===== config.mk =====
export PLATFORM = sky130hd
export DESIGN_NAME = dm_responder
export DESIGN_NICKNAME = d
export VERILOG_FILES = /design/src/rtl/dm_pkg.sv /design/src/rtl/dm_mmio_regs.sv /design/src/rtl/dm_responder.sv
export SDC_FILE = /design/constraint.sdc
export NUM_CORES = 2
export LEC_CHECK = 0
export BUFFER_PORTS_ARGS = -buffer_cell sky130_fd_sc_hd__clkbuf_2
export CAP_MARGIN = 20
export CELL_PAD_IN_SITES_DETAIL_PLACEMENT = 0
export CELL_PAD_IN_SITES_GLOBAL_PLACEMENT = 1
export CORE_MARGIN = 10
export CORE_UTILIZATION = 45
export CTS_BUF_LIST = sky130_fd_sc_hd__clkbuf_4 sky130_fd_sc_hd__clkbuf_8
export DETAILED_ROUTE_END_ITERATION = 8
export PLACE_DENSITY = 0.73
export SYNTH_ARGS = -nofsm -noshare
export SYNTH_HDL_FRONTEND = slang
export SYNTH_SLANG_ARGS = --single-unit

===== constraint.sdc =====
create_clock -name main_clk -period 5.1 [get_ports main_clk]
set_input_delay 0 -clock main_clk [delete_from_list [all_inputs] [get_ports main_clk]]
set_output_delay 0 -clock main_clk [all_outputs]
set_load 0.03 [all_outputs]

===== src/rtl/dm_pkg.sv =====
// Shared constants and types for the data-memory responder: register window
// addresses and the host-port state encoding.
package dm_pkg;

  localparam logic [7:0] DM_MMIO_BASE = 8'hF0;
  localparam logic [7:0] DM_CNT_LO    = 8'hF0;
  localparam logic [7:0] DM_CNT_HI    = 8'hF1;
  localparam logic [7:0] DM_LED       = 8'hF2;

  typedef enum logic [1:0] {
    HS_IDLE,
    HS_ACCESS,
    HS_ACK
  } hs_state_t;

endpackage


===== src/rtl/dm_mmio_regs.sv =====
// Register window: free-running 16-bit cycle counter and LED register, with one
// arbitrated write port and two independent combinational read ports (CPU, host).
module dm_mmio_regs
  import dm_pkg::*;
#(
  parameter int ADDR_W = 8,
  parameter int DATA_W = 8
) (
  input  logic              clk,
  input  logic              rst,
  input  logic              wr_en,
  input  logic [ADDR_W-1:0] wr_addr,
  input  logic [DATA_W-1:0] wr_data,
  input  logic [ADDR_W-1:0] cpu_addr,
  output logic [DATA_W-1:0] cpu_rdata,
  input  logic [ADDR_W-1:0] host_addr,
  output logic [DATA_W-1:0] host_rdata,
  output logic [DATA_W-1:0] led
);

  localparam logic [ADDR_W-1:0] A_CNT_LO = ADDR_W'(DM_CNT_LO);
  localparam logic [ADDR_W-1:0] A_CNT_HI = ADDR_W'(DM_CNT_HI);
  localparam logic [ADDR_W-1:0] A_LED    = ADDR_W'(DM_LED);

  logic [15:0]       cnt_reg;
  logic [DATA_W-1:0] led_reg;

  // A clear-write takes priority over the increment in the same cycle.
  always_ff @(posedge clk) begin
    if (!rst) begin
      cnt_reg <= '0;
    end else if (wr_en && wr_addr == A_CNT_LO) begin
      cnt_reg <= '0;
    end else begin
      cnt_reg <= cnt_reg + 16'd1;
    end
  end

  always_ff @(posedge clk) begin
    if (!rst) begin
      led_reg <= '0;
    end else if (wr_en && wr_addr == A_LED) begin
      led_reg <= wr_data;
    end
  end

  assign led = led_reg;

  logic [ADDR_W-1:0] rd_addr [2];
  logic [DATA_W-1:0] rd_data [2];

  assign rd_addr[0] = cpu_addr;
  assign rd_addr[1] = host_addr;
  assign cpu_rdata  = rd_data[0];
  assign host_rdata = rd_data[1];

  // Unmapped window addresses read as zero.
  generate
    for (genvar gi = 0; gi < 2; gi++) begin : g_rd_port
      always_comb begin
        rd_data[gi] = '0;
        if (rd_addr[gi] == A_CNT_LO) begin
          rd_data[gi] = DATA_W'(cnt_reg[7:0]);
        end else if (rd_addr[gi] == A_CNT_HI) begin
          rd_data[gi] = DATA_W'(cnt_reg[15:8]);
        end else if (rd_addr[gi] == A_LED) begin
          rd_data[gi] = led_reg;
        end
      end
    end
  endgenerate

endmodule


===== src/rtl/dm_responder.sv =====
// CPU data-memory responder: RAM below MMIO_BASE, register window above it, and a
// req/ack host port that only proceeds in cycles where the CPU is not writing.
module dm_responder
  import dm_pkg::*;
#(
  parameter int                ADDR_W    = 8,
  parameter int                DATA_W    = 8,
  parameter logic [ADDR_W-1:0] MMIO_BASE = ADDR_W'(DM_MMIO_BASE)
) (
  input  logic              main_clk,
  input  logic              rst,
  input  logic [ADDR_W-1:0] address_DM,
  input  logic [DATA_W-1:0] data_out_DM,
  input  logic              OUT_MW,
  output logic [DATA_W-1:0] data_in_DM,
  input  logic              host_req,
  input  logic              host_we,
  input  logic [ADDR_W-1:0] host_addr,
  input  logic [DATA_W-1:0] host_wdata,
  output logic              host_ack,
  output logic [DATA_W-1:0] host_rdata,
  output logic [DATA_W-1:0] led_out
);

  localparam int RAM_DEPTH = int'(MMIO_BASE);

  logic [DATA_W-1:0] ram [RAM_DEPTH];

  hs_state_t state_reg, state_next;
  logic      host_go;

  always_comb begin
    state_next = state_reg;
    host_go    = 1'b0;
    case (state_reg)
      HS_IDLE: begin
        if (host_req) state_next = HS_ACCESS;
      end
      HS_ACCESS: begin
        // Any CPU write cycle defers the host, read or write alike.
        if (!OUT_MW && rst) begin
          host_go    = 1'b1;
          state_next = HS_ACK;
        end
      end
      HS_ACK: begin
        state_next = HS_IDLE;
      end
      default: begin
        state_next = HS_IDLE;
      end
    endcase
  end

  always_ff @(posedge main_clk) begin
    if (!rst) begin
      state_reg <= HS_IDLE;
    end else begin
      state_reg <= state_next;
    end
  end

  assign host_ack = (state_reg == HS_ACK);

  logic              wr_en;
  logic [ADDR_W-1:0] wr_addr;
  logic [DATA_W-1:0] wr_data;
  logic              ram_we;
  logic              mmio_we;

  assign wr_en   = OUT_MW | (host_go & host_we);
  assign wr_addr = OUT_MW ? address_DM : host_addr;
  assign wr_data = OUT_MW ? data_out_DM : host_wdata;
  assign ram_we  = wr_en && (wr_addr < MMIO_BASE);
  assign mmio_we = wr_en && (wr_addr >= MMIO_BASE);

  // RAM contents survive reset.
  always_ff @(posedge main_clk) begin
    if (ram_we) begin
      ram[wr_addr] <= wr_data;
    end
  end

  logic [DATA_W-1:0] mmio_cpu_rdata;
  logic [DATA_W-1:0] mmio_host_rdata;

  dm_mmio_regs #(
    .ADDR_W (ADDR_W),
    .DATA_W (DATA_W)
  ) u_mmio (
    .clk        (main_clk),
    .rst        (rst),
    .wr_en      (mmio_we),
    .wr_addr    (wr_addr),
    .wr_data    (wr_data),
    .cpu_addr   (address_DM),
    .cpu_rdata  (mmio_cpu_rdata),
    .host_addr  (host_addr),
    .host_rdata (mmio_host_rdata),
    .led        (led_out)
  );

  assign data_in_DM = (address_DM < MMIO_BASE) ? ram[address_DM] : mmio_cpu_rdata;

  logic [DATA_W-1:0] host_rdata_reg;

  always_ff @(posedge main_clk) begin
    if (!rst) begin
      host_rdata_reg <= '0;
    end else if (host_go && !host_we) begin
      host_rdata_reg <= (host_addr < MMIO_BASE) ? ram[host_addr] : mmio_host_rdata;
    end
  end

  assign host_rdata = host_rdata_reg;

endmodule


==> results.yml <==
final_layout:
  areaGrowthSynthToFinish_pct: 13.4
  final_util: 0.515
  largest_register_ffs: 1920
  final_nets: 5188
  final_cells: 8065
  layout-drive-gt1-share: 0.392
  fillers: 16100
timing:
  fmax_mhz: 218
  rsz0062_at_grt: "false"
  fin_hold_ws_ns: 0.137
  setup_viol: 0
  drv_slew: 0
  post-route-min-period_ns: 4.58
  finalHoldViolCount: 0
  final.setup.worst_slack_ns: 0.521
  fin_skew_ns: 0.0710
  relSlewSlack: 0.0483
  worst_pin_slew_ns: 1.43
  finalCritPeriodShare: 0.898
  setup_tns_ns: 0
detailed_routing:
  num_vias: 55500
  ant_nets: 0
  drt_iter0_drc: 8978
  drt-wirelength-per-cell_um: 38.8
  via_per_inst: 6.88
  drc: 0
  drt_wl_total_um: 313000
  drt_pass1_iterations: 5
synthesis:
  yosys-top-cells-area: "edfxtp_1 63%, mux4_2 26%, mux2i_1 2.0%, nor2_1 1.3%, dfxtp_1 0.74%"
  ys_top_cells_by_count: "1920 x edfxtp_1, 1053 x mux4_2, 317 x nor2_1"
  yosys_warnings: 0
  async_flop_share: 0
  ys_types: 70
  synth-edff-count: 1920
  synth_area_leader_cell: "edfxtp_1"
  synth-seq-cells: 1954
  synth_area_um2: 92000
  seq_area_frac_synth: 0.634
  avgSynthCellArea_um2: 19.8
  ys.flop_type: "edfxtp_1"
  synth_nets: 4697
  synth_most_common_cell: "edfxtp_1"
  synth_top_cell_area_share: 0.626
  synthCells: 4659
floorplanning:
  dieArea_um2: 223000
  num_rows: 165
  coreArea_um2: 203000
  die_h_um: 472
  ios: 62
  start_util: 0.454
  die_w_um: 472
place:
  hpwl_um: 202000
  pre_cts_slack_ns: 0.796
  place_inst: 7437
  gp_congestion: 0.947
  io_buffers: 61
critical_path:
  critPathKind: "register to primary output"
  cp.arrival_ns: 4.58
  crit_top_cell: "mux4_2"
  crit_family: "multiplexers"
  crit_buf_inv: 3
  max_stage_delay_ns: 0.75
  required_ns: 5.10
  cp-start-kind: "register"
  end_kind: "primary output"
  path_cells: "mux4_2 -> mux4_2 -> inv_1 -> a21oi_1 -> nor3b_1 -> a2111oi_0 -> buf_4 -> a41o_1 -> clkbuf_2"
  worstPathMaxFanout: 2
  crit_slowest_cell: "nor3b_1"
clock_network:
  cts.path.max_buffers: 4
  cts_htree_levels: 5
  cts_made_buffers: 339
  clockRootBuffer: "clkbuf_8"
  post_cts_buffers: 0
  cts_tree: "yes"
  cts.sinks: 1954
  clk_latency_ns: 1.04
  cts.clk_slew.worst_paths_ns: 0.06
grt:
  grt_pass1_wl_um: 434000
  antenna_found_initial: 18
  grt_max_degree: 160
  overflow: 0
  grt_pass1_vias: 55200
  grtUsageTotal: 0.275
power_and_ir_drop:
  p_leak_uw: 0.0333
  power_density_nw_per_um2: 337
  vdd_drop_max_mv: 0.275
min_path:
  hp-class: "primary input to register"
outcome:
  status: "completed"
job:
  drv_cap: 0
==> per-stage QoR <==
stage | area, µm² | total power, µW
6_report | 104000 | 35200
5_1_grt | 104000 | 36100
4_1_cts | 104000 | 35200
3_5_place_dp | 97400 | 21400
3_3_place_gp | 97400 | 21400
2_1_floorplan | 92000 | 20100
==> metal layers <==
layer	part of all wire	track usage	vias up
met5	0.00030	0	-
met4	0.058	0.140	14
met3	0.13	0.0876	816
met2	0.45	0.415	4122
met1	0.36	0.360	29400
li1	-	-	21100
==> worst register-to-register path: stages, from the launching register on <==
cell	delay (ns)
dfxtp_1	0.38
nor4bb_1	0.45
nor2b_1	0.58
buf_4	0.35
o21ai_0	0.27
a211o_1	0.32
nor3_1	0.54
a21oi_1	0.15
dlygate4sd3_1	0.61
==> kinds of logic after synthesis <==
logic type      Yosys count  share of synthesized area
compound gates          405                     0.0300
xor+xnor                 14                    0.00133
fa+ha+maj                 1                   0.000136
buf+inv                 391                     0.0235
flops                  1954                      0.634
mux                    1275                      0.282
simple gates            619                     0.0289
==> report_power, final <==
part           total (µW)  switching [µW]  internal, µW
Sequential          17800            17.1         17800
Clock               14000            6480          7480
Combinational        3390            2160          1230
Total               35200            8660         26500
==> layout make-up <==
| cell class | instances | area, µm² | share of cell area |
|---|---|---|---|
| diodes | 9 | 22.5 | 0.000216 |
| clock buffers | 434 | 5430 | 0.0520 |
| clock inverters | 141 | 905 | 0.00867 |
| inverters | 17 | 71.3 | 0.000684 |
| multi-input cells | 2314 | 31800 | 0.304 |
| flip-flops and latches | 1954 | 58300 | 0.559 |
| well taps | 2672 | 3340 | 0.0320 |
| repair buffers | 524 | 4470 | 0.0428 |
==> final timing paths <==
kind | slack, ns | end | startpoint | depth (start not counted)
worst min-delay path | 0.14 | host_rdata[3]$_SDFFE_PN0P_ | host_addr[3] | 6
worst max register to register | 1.34 | host_rdata[7]$_SDFFE_PN0P_ | state_reg[0]$_SDFFE_PN0P_ | 8
worst max-delay path | 0.52 | data_in_DM[7] | ram[47][7]$_DFFE_PP_ | 9
worst min register to register | 0.47 | state_reg[0]$_SDFFE_PN0P_ | state_reg[1]$_SDFFE_PN0P_ | 1
==> what timing repair did <==
action / 4_1_cts / 5_1_grt
resized for setup: 0 / 0
hold buffers: 43 / 0
hold endpoints to repair: 808 / 0
==> layout by cell type (no fill, tap or decap), types with 8 or more instances in the layout <==
master         count
a2111oi_0          8
a211oi_1          20
a21oi_1           78
a221oi_1          46
a22o_1            18
a22oi_1           37
a31oi_1           20
and2_1            13
and3_1            14
buf_12            33
buf_4            389
bufinv_16         11
clkbuf_2          52
clkbuf_4          87
clkbuf_8         349
clkinv_1          75
clkinv_2          50
dfxtp_1           34
diode_2            9
dlygate4sd3_1     36
edfxtp_1        1920
inv_1             12
mux2_2            27
mux2_8             8
mux2i_1          187
mux4_2          1053
nand2_1          135
nand2_2           15
nand2b_1           9
nand3_1           38
nand4_1           10
nor2_1           313
nor2b_1           32
nor3_1            10
o211ai_1          11
o21ai_0           83
o22ai_1           16
xor2_1             8
Power figures use the tool's default switching activity.
